<file path="config.mk">
export PLATFORM = sky130hd
export DESIGN_NAME = vga_rx_decoder
export DESIGN_NICKNAME = d
export VERILOG_FILES = /design/src/rtl/vga_rx_decoder.sv
export SDC_FILE = /design/constraint.sdc
export NUM_CORES = 1
export LEC_CHECK = 0
export BUFFER_PORTS_ARGS = -buffer_cell sky130_fd_sc_hd__buf_4
export CORE_MARGIN = 4
export CORE_UTILIZATION = 50
export CTS_CLUSTER_SIZE = 14
export DETAILED_ROUTE_END_ITERATION = 6
export PLACE_DENSITY_LB_ADDON = 0.1
export SYNTH_ARGS = -nofsm -noshare
export SYNTH_HDL_FRONTEND = slang
export SYNTH_SLANG_ARGS = --single-unit
</file>
<file path="constraint.sdc">
create_clock -name clk -period 8.3 [get_ports clk]
set_clock_uncertainty 0.1 [all_clocks]
set_input_delay 1.66 -clock clk [delete_from_list [all_inputs] [get_ports clk]]
set_output_delay 1.66 -clock clk [all_outputs]
set_load 0.02 [all_outputs]
</file>
<file path="src/rtl/vga_rx_decoder.sv">
// rtl/vga_rx_decoder.sv - VGA receive-side timing recovery, pixel mapping and lock monitor
`timescale 1ns/1ps
module vga_rx_decoder #(
  parameter int H_START   = 144,
  parameter int H_VISIBLE = 640,
  parameter int H_TOTAL   = 800,
  parameter int V_START   = 35,
  parameter int V_VISIBLE = 480,
  parameter int V_TOTAL   = 525
) (
  input  logic        clk,
  input  logic        reset,
  input  logic        HSYNC,
  input  logic        VSYNC,
  input  logic [5:0]  rgb,
  output logic [9:0]  col,
  output logic [9:0]  row,
  output logic        valid,
  output logic [5:0]  pix_rgb,
  output logic        frame_start,
  output logic        locked,
  output logic [10:0] line_len,
  output logic [7:0]  err_count
);

  localparam logic [10:0] H_LO = 11'(H_START);
  localparam logic [10:0] H_HI = 11'(H_START + H_VISIBLE);
  localparam logic [9:0]  V_LO = 10'(V_START);
  localparam logic [9:0]  V_HI = 10'(V_START + V_VISIBLE);

  typedef enum logic [1:0] {ST_SEARCH, ST_CHECK, ST_LOCKED} state_t;

  state_t      state, state_next;
  logic        hs1, hs2, vs1, vs2;
  logic [5:0]  rgb1, rgb2;
  logic [10:0] h_off;
  logic [9:0]  line_idx;
  logic        frame_bad;
  logic        count_err;

  // h_off/line_idx describe the pixel currently in stage 2, so rgb is
  // carried through both stages to stay aligned with its position.
  logic        hs_fall, vs_fall, line_bad, frame_len_bad, visible;
  logic [11:0] len_now;

  assign hs_fall       = hs2 & ~hs1;
  assign vs_fall       = vs2 & ~vs1;
  assign len_now       = {1'b0, h_off} + 12'd1;
  assign line_bad      = (hs_fall && (len_now != 12'(H_TOTAL))) ||
                         (!hs_fall && (h_off == 11'd2046));
  assign frame_len_bad = vs_fall && (({1'b0, line_idx} + 11'd1) != 11'(V_TOTAL));
  assign visible       = (h_off >= H_LO) && (h_off < H_HI) &&
                         (line_idx >= V_LO) && (line_idx < V_HI);
  assign locked        = (state == ST_LOCKED);

  // Two-stage input register; the s2/s1 pair forms the edge detector.
  always_ff @(posedge clk or posedge reset) begin
    if (reset) begin
      {hs1, hs2, vs1, vs2} <= '0;
      rgb1 <= '0;
      rgb2 <= '0;
    end else begin
      hs1  <= HSYNC;
      hs2  <= hs1;
      vs1  <= VSYNC;
      vs2  <= vs1;
      rgb1 <= rgb;
      rgb2 <= rgb1;
    end
  end

  // Saturating horizontal offset, line index and line period measurement.
  always_ff @(posedge clk or posedge reset) begin
    if (reset) begin
      h_off    <= '0;
      line_idx <= '0;
      line_len <= '0;
    end else begin
      if (hs_fall)
        h_off <= '0;
      else if (h_off != 11'h7FF)
        h_off <= h_off + 11'd1;
      if (vs_fall)
        line_idx <= '0;
      else if (hs_fall && (line_idx != 10'h3FF))
        line_idx <= line_idx + 10'd1;
      if (hs_fall)
        line_len <= len_now[11] ? 11'h7FF : len_now[10:0];
    end
  end

  // Lock state register.
  always_ff @(posedge clk or posedge reset) begin
    if (reset) state <= ST_SEARCH;
    else       state <= state_next;
  end

  // Lock next-state; a coincident bad line and bad frame is one error.
  always_comb begin
    state_next = state;
    count_err  = 1'b0;
    case (state)
      ST_SEARCH: if (vs_fall) state_next = ST_CHECK;
      ST_CHECK:  if (vs_fall && !frame_bad && !line_bad && !frame_len_bad)
                   state_next = ST_LOCKED;
      ST_LOCKED: if (line_bad || frame_len_bad) begin
                   state_next = ST_SEARCH;
                   count_err  = 1'b1;
                 end
      default:   state_next = ST_SEARCH;
    endcase
  end

  // Sticky bad-line flag for the frame under test; restarts at each VSYNC fall.
  always_ff @(posedge clk or posedge reset) begin
    if (reset)                             frame_bad <= 1'b0;
    else if (state != ST_CHECK || vs_fall) frame_bad <= 1'b0;
    else if (line_bad)                     frame_bad <= 1'b1;
  end

  // Saturating error counter.
  always_ff @(posedge clk or posedge reset) begin
    if (reset)                               err_count <= '0;
    else if (count_err && err_count != 8'hFF) err_count <= err_count + 8'd1;
  end

  // Registered pixel outputs; valid follows the lock state of the same cycle.
  always_ff @(posedge clk or posedge reset) begin
    if (reset) begin
      col         <= '0;
      row         <= '0;
      valid       <= 1'b0;
      pix_rgb     <= '0;
      frame_start <= 1'b0;
    end else begin
      col         <= visible ? 10'(h_off - H_LO) : 10'd0;
      row         <= visible ? (line_idx - V_LO) : 10'd0;
      pix_rgb     <= visible ? rgb2 : 6'd0;
      valid       <= visible && (state_next == ST_LOCKED);
      frame_start <= vs_fall;
    end
  end

endmodule

</file>
==> summary.md, run 1 <==
| Metric | Value |
|---|---|
| Worst hold path class | `reg2reg` |
| Layout cells sized above 1 | `0.211` |
| Area grow syn2layout | `16.2%` |
| Post-synthesis compound-gate area fraction | `0.101` |
| Mapped Cells | `373` |
| Global-route wire length before repair | `13,100 um` |
| Post-CTS sizing | `0` |
| Largest net degree at the start of global routing | `88` |
| Worst R2R End | `err_count[1]$_DFFE_PP0P_` |
| Die height | `97.5 um` |
| R2R depth | `7` |
| Layout Nets | `441` |
| Global route overflow | `0` |
| Critical Path Source | `state[1]$_DFF_PP0_` |
| VDD IR max | `0.143 mV` |
| Post-synthesis adder-cell area fraction | `0.0312` |
| Post-place instance area | `0.00445 mm2` |
| Worst setup SP type | `flop` |
| Ports | `58` |
| Slowest cell delay on critical path | `390 ps` |
| Clk_lat worst skew | `360 ps` |
| CTS root buf | `clkbuf_8` |
| Number of flops mapped to enable cells by yosys | `0` |
| ANT nets after route | `0` |
| WL met2 | `3620 um` |
| Initial Utilization | `0.516` |
| DRC Markers | `0` |
| Die footprint | `0.00951 mm2` |
| Htree depth | `3` |
| Number of CTS-inserted buffers | `9` |
| Setup Crit Path Kind | `reg2out` |
| Average via count per standard cell | `5.28` |
| RSZ-0062 raised after global routing | `no` |
| WP data arrival | `1180 ps` |
| Hold violation total from the final report | `0` |
| Power share of the clock group | `0.314` |
| Post-route setup TNS | `0 ps` |
| GRT Resource Usage Total | `0.169` |
| Port Buffers | `57` |
| Commonest non-fill, non-tap cells in the layout | `dfrtp_1, buf_4, nor2_1, xnor2_1, nand2_1` |
| Max-slew headroom | `0.303` |
| Die width | `97.5 um` |
| Seq cells post-synth | `87` |
| CORE AREA | `0.00777 mm2` |
| Worst R2R Start | `line_idx[0]$_DFFE_PP0P_` |
| Total wire length | `7770 um` |
| Mapped cell area | `0.00401 mm2` |
| TritonCTS clock tree | `yes` |
| Fraction of synthesized cell area in xor and xnor cells | `0.0809` |
| Sequential fraction of the synthesis area | `0.543` |
| Fill cells | `697` |
| Crit Path Max Fanout | `4` |
| Max Used Layer | `met4` |
| Max_cap viols | `0` |
| Simple-gate share of the synthesized area | `0.190` |
| Clock slew at reported path FFs | `90 ps` |
| Rows | `32` |
| Final setup vio count | `0` |
| Met3 wire len | `349 um` |
| Critical path required time | `6540 ps` |
| Hold Path Origin | `rgb1[3]$_DFF_PP0_` |
| Async SR Flop Fraction | `1.00` |
| Reg power frac | `0.533` |
| Final instance area | `0.00465 mm2` |
| Sw Ratio | `0.314` |
| Mapped Avg Cell Area | `10.7 um2` |
| P per Cell Area | `200 mW/mm2` |
| CP Capture Type | `primary output` |
| Avg WL per Cell | `14.7 um` |
| Comb power frac | `0.153` |
| DRT iter0 DRCs | `120` |
| Status | `complete, no violations` |
| N_diodes | `0` |
| CP max-delay cell | `dfrtp_1` |
| Minimum clock period | `2940 ps` |
| F_max | `341 MHz` |
| Post-CTS Setup Inserts | `0` |
| Net count after synthesis | `393` |
| NetSw | `292 uW` |
| Post-detail-place hpwl | `5350 um` |
| Synth warn | `0` |
| Fin. max-slew vios | `0` |
| Mux contribution to synthesized area | `0.00874` |
| Setup crit end | `locked` |
| Antenna violations before repair | `0` |
| Largest family of logic cells by synthesized area | `simple AND/OR/NAND/NOR gates` |
| R2r setup slk | `5480 ps` |
| Commonest non-fill, non-tap cell in the layout | `dfrtp_1` |
| CP Cell Sequence | `nor2b_1, buf_4` |
| Least-Margin Pin Slew | `1040 ps` |
| Yosys cell types | `52` |
| Final period util | `0.354` |
| CTS Buffer Depth | `2` |
| Leak pwr | `2.21 nW` |
| Metal-1 WL | `3740 um` |
| Hold Buf Count CTS | `0` |
| Final RePlAce weighted congestion | `0.880` |
| Vias in the first global route | `2,728` |
| Clock sink total | `87` |
| Pre-antenna DRT Iters | `5` |
| Vias | `2,786` |
| Internal power of the cells | `637 uW` |
| Synth Flop Type | `dfrtp_1` |
stage by stage:
step	instances	util	hold slack [ps]	power, mW	setup slack (ps)
final	528	0.599	255	0.929	5360
after global routing	528	0.599	258	0.979	5280
after CTS	528	0.599	256	0.938	5340
after detailed placement	512	0.573	235	0.647	5430
after floorplan	373	-	231	0.600	4290
after global placement	512	0.573	233	0.641	5460
worst min path at each step:
stage | end | slack [ps] | cells past startpoint
6_report | rgb2[3]$_DFF_PP0_ | 260 | 0
5_1_grt | rgb2[3]$_DFF_PP0_ | 260 | 0
4_1_cts | rgb2[3]$_DFF_PP0_ | 260 | 0
3_5_place_dp | rgb2[3]$_DFF_PP0_ | 230 | 0
3_3_place_gp | rgb2[4]$_DFF_PP0_ | 230 | 0
2_1_floorplan | rgb2[0]$_DFF_PP0_ | 230 | 0
area by class of cell:
type                       count  area (um2)  area share
inverter                      13        50.0      0.0108
tap                          102         128      0.0274
timing repair buffer          60         450      0.0968
clock buffer                   9         124      0.0266
clock inverter                 7        76.3      0.0164
sequential                    87        2180       0.468
multi-input combinational    250        1650       0.354
layer usage:
| layer | vias to the layer above | track usage |
|---|---|---|
| met4 | 0 | 0.0479 |
| li1 | 1355 | - |
| met3 | 7 | 0.0424 |
| met5 | - | 0 |
| met1 | 1363 | 0.232 |
| met2 | 61 | 0.266 |
power groups by stage:
stage / clock (mW) / combinational, mW / sequential [mW]
finish: 0.292 / 0.142 / 0.495
global route: 0.319 / 0.158 / 0.502
CTS: 0.300 / 0.144 / 0.495
detailed placement: 0 / 0.143 / 0.503
global placement: 0 / 0.140 / 0.501
floorplan: 0 / 0.0973 / 0.503
cell families after synthesis:
family / after synthesis
multiplexers: 3
buffers and inverters: 36
adder cells (fa/ha/maj): 10
AND/OR/NAND/NOR: 150
AO/OA/AOI/OAI: 50
flip-flops: 87
XOR/XNOR: 37
Yosys cell counts, drive strengths merged, types with 3 or more instances:
master,count,area share
and2,10,0.016
a21oi,15,0.019
nand4,8,0.012
and3,4,0.0075
inv,13,0.012
o21a,3,0.0056
ha,10,0.031
nor3,10,0.012
nand3,16,0.021
nand2,20,0.019
nor2b,7,0.011
buf,17,0.027
a311oi,6,0.013
dfrtp,87,0.54
xor2,14,0.031
o31ai,3,0.0069
nor2,54,0.051
o21ai,7,0.0087
xnor2,23,0.050
o31a,3,0.0069
nor3b,4,0.0075
or3,5,0.0078
clkbuf,6,0.0056
critical path: cells and delay by family, from the launching register on:
kind / cells / cell delay, ps
AND/OR/NAND/NOR: 1 / 250
flip-flops: 1 / 390
buffers and inverters: 1 / 190
flip-flops by register name (all words and copies together) (netlist names):
name         flops
col             10
err_count        8
frame_bad        1
frame_start      1
h_off           11
hs1              1
hs2              1
line_idx        10
line_len        11
pix_rgb          6
rgb1             6
rgb2             6
row             10
state            2
valid            1
vs1              1
vs2              1
(Power assumes the default switching activity.)
==> inputs of run 2 (changes only) <==
clock period = 2.39 ns   (was 8.3 ns; I/O delays follow)
==> run 2 against run 1 <==
  * Sequential cell count unchanged
  * Power grew to 3.6 times the previous value
  * Utilization rose by 5.5 points
  * Sequential share of layout area shrank 3.8 points
  * Worst hold slack lost 140 ps
  * Largest cell class unchanged
  * Highest routed layer unchanged
==> summary.md, run 2 (synthesis results as in run 1) <==
| Metric | Value |
|---|---|
| Hold slack | `116 ps (was 255 ps)` |
| Leak pwr | `2.42 nW (was 2.21 nW)` |
| Antenna violations before repair | `0 (unchanged)` |
| Crit Path Max Fanout | `6 (was 4)` |
| Post-route setup TNS | `0 ps (unchanged)` |
| CORE AREA | `0.00777 mm2 (unchanged)` |
| Clock sink total | `87 (unchanged)` |
| N_diodes | `0 (unchanged)` |
| Fin. max-slew vios | `0 (unchanged)` |
| P per Cell Area | `656 mW/mm2 (was 200 mW/mm2)` |
| Clock slew at reported path FFs | `90 ps (about the same)` |
| DRT iter0 DRCs | `173 (was 120)` |
| Global-route wire length before repair | `14,900 um (was 13,100 um)` |
| Number of CTS-inserted buffers | `9 (unchanged)` |
| Final RePlAce weighted congestion | `0.843 (was 0.880)` |
| Top delay family on crit path | `compound AO/OA/AOI/OAI gates (was flip-flops)` |
| Avg WL per Cell | `15.2 um (was 14.7 um)` |
| F_max | `424 MHz` |
| Final setup vio count | `0 (unchanged)` |
| Internal power of the cells | `2.37 mW (was 637 uW)` |
| Clk_lat worst skew | `350 ps (was 360 ps)` |
| Largest regs | `h_off x11, line_len x11 (unchanged)` |
| VDD IR max | `0.415 mV (was 0.143 mV)` |
| Post-detail-place hpwl | `6180 um (was 5350 um)` |
| Power share of the clock group | `0.295 (was 0.314)` |
| Die height | `97.5 um (unchanged)` |
| Port Buffers | `57 (unchanged)` |
| Layout cells sized above 1 | `0.322 (was 0.211)` |
| DRC Markers | `0 (unchanged)` |
| Status | `complete, no violations (unchanged)` |
| WP data arrival | `2490 ps (was 1180 ps)` |
| Commonest non-fill, non-tap cells in the layout | `buf_4, dfrtp_1, nor2_1, xnor2_1, nand2_1 (was dfrtp_1, buf_4, nor2_1, xnor2_1, nand2_1)` |
| CP bufs+invs | `3 (was 1)` |
| CTS Buffer Depth | `2 (unchanged)` |
| Vias | `2,987 (was 2,786)` |
| Htree depth | `3 (unchanged)` |
| Worst hold path class | `in2async (was reg2reg)` |
| Pre-antenna DRT Iters | `7 (was 5)` |
| Setup Crit Path Kind | `reg2reg (was reg2out)` |
| Fill cells | `635 (was 697)` |
| CP Capture Type | `flop (was primary output)` |
| Utilization after layout | `0.654 (was 0.599)` |
| CP Cell Sequence | `buf_4, inv_1, ha_1, nor2b_2, nand4_1, o41ai_4, buf_6, a31oi_4, mux2_4 (was nor2b_1, buf_4)` |
| Die footprint | `0.00951 mm2 (unchanged)` |
| Final period util | `0.986` |
| Reg power frac | `0.503 (was 0.533)` |
| Slowest cell delay on critical path | `430 ps (was 390 ps)` |
| Post-place instance area | `0.00475 mm2 (was 0.00445 mm2)` |
| Die width | `97.5 um (unchanged)` |
| Average via count per standard cell | `5.23 (was 5.28)` |
| Layout Nets | `485 (was 441)` |
| Max_cap viols | `0 (unchanged)` |
| Area grow syn2layout | `26.9% (was 16.2%)` |
| Global route overflow | `0 (unchanged)` |
| Hold violation total from the final report | `0 (unchanged)` |
| R2r setup slk | `30 ps (was 5480 ps)` |
| Minimum clock period | `2360 ps` |
| Sw Ratio | `0.288 (was 0.314)` |
| Comb power frac | `0.202 (was 0.153)` |
| Commonest non-fill, non-tap cell in the layout | `buf_4 (was dfrtp_1)` |
| Hold Buf Count CTS | `0 (unchanged)` |
| Worst setup SP type | `flop (unchanged)` |
| Critical path required time | `2530 ps (was 6540 ps)` |
| Vias in the first global route | `3,003 (was 2,728)` |
| CP max-delay cell | `o41ai_4 (was dfrtp_1)` |
| RSZ-0062 raised after global routing | `yes (was no)` |
| Ports | `58 (unchanged)` |
| Total wire length | `8670 um (was 7770 um)` |
| GRT Resource Usage Total | `0.195 (was 0.169)` |
| NetSw | `961 uW (was 292 uW)` |
| Rows | `32 (unchanged)` |
| Final instance area | `0.00508 mm2 (was 0.00465 mm2)` |
| ANT nets after route | `0 (unchanged)` |
| Initial Utilization | `0.516 (unchanged)` |
| Largest net degree at the start of global routing | `60 (was 88)` |
| Area occupied by multi-input gates | `0.00173 mm2 (was 0.00165 mm2)` |
| Max-slew headroom | `0.693 (was 0.303)` |
| Least-Margin Pin Slew | `457 ps (was 1040 ps)` |
| TritonCTS clock tree | `yes (unchanged)` |
| CTS root buf | `clkbuf_8 (unchanged)` |
| FF+latch area | `0.00218 mm2 (about the same)` |
run 2: cell types whose count changed in the layout (fill, tap and decap cells not counted), sizes merged:
cell / delta
buf: +44
clkinv: -4
clkinvlp: +3
inv: -2
bufinv: +1
clkbuf: +1
run 2: layer usage:
layer | wire [um] | share of wire | track usage | vias to the layer above
met5 | 0 | 0 | 0 | -
met4 | 123 | 0.014 | 0.0671 | 0
met3 | 375 | 0.043 | 0.0481 | 11
met2 | 4140 | 0.48 | 0.297 | 64
met1 | 4030 | 0.46 | 0.274 | 1466
li1 | - | - | - | 1446
run 2: repair_timing:
action                                  in CTS  in global routing
pin swaps                                    2                  7
buffers inserted                             2                  5
gates cloned                                 0                  1
resized for setup                            4                 20
endpoints found under the setup margin      11                 15
run 2: cell type report:
type / instances / area share
clock buffer: 10 / 0.0251
clock inverter: 5 / 0.0116
inverter: 13 / 0.0103
multi-input combinational: 250 / 0.340
sequential: 87 / 0.429
tap: 102 / 0.0251
timing repair buffer: 104 / 0.158
run 2: final timing paths:
path | startpoint | endpoint | cells after the start
max in group asynchronous | reset | line_idx[6]$_DFFE_PP0P_ | 3
min in group clk | rgb[2] | rgb1[2]$_DFF_PP0_ | 1
min reg2reg | rgb1[3]$_DFF_PP0_ | rgb2[3]$_DFF_PP0_ | 0
min | reset | rgb1[1]$_DFF_PP0_ | 3
max | line_idx[0]$_DFFE_PP0P_ | err_count[1]$_DFFE_PP0P_ | 9
max reg2reg | line_idx[0]$_DFFE_PP0P_ | err_count[1]$_DFFE_PP0P_ | 9
run 2: stage by stage:
stage | instances | setup slack, ps | total power, mW
floorplan | 373 | -55.0 | 2.09
global placement | 549 | 24.5 | 2.34
detailed placement | 549 | -62.8 | 2.36
CTS | 566 | 4.67 | 3.35
global route | 571 | -55.8 | 3.52
finish | 571 | 33.8 | 3.34
run 2: power by group through the flow:
stage,sequential (mW),clock [mW],combinational (mW)
2_1_floorplan,1.75,0,0.338
3_3_place_gp,1.69,0,0.641
3_5_place_dp,1.70,0,0.655
4_1_cts,1.67,1.01,0.660
5_1_grt,1.70,1.08,0.748
6_report,1.68,0.983,0.675
run 2: worst reg2reg max path, delay by kind of cell, from the launching register on:
kind	cells	cell delay (ps)
AO/OA/AOI/OAI	2	530
buffers and inverters	3	450
flip-flops	1	420
multiplexers	1	310
AND/OR/NAND/NOR	2	290
adder cells (fa/ha/maj)	1	160
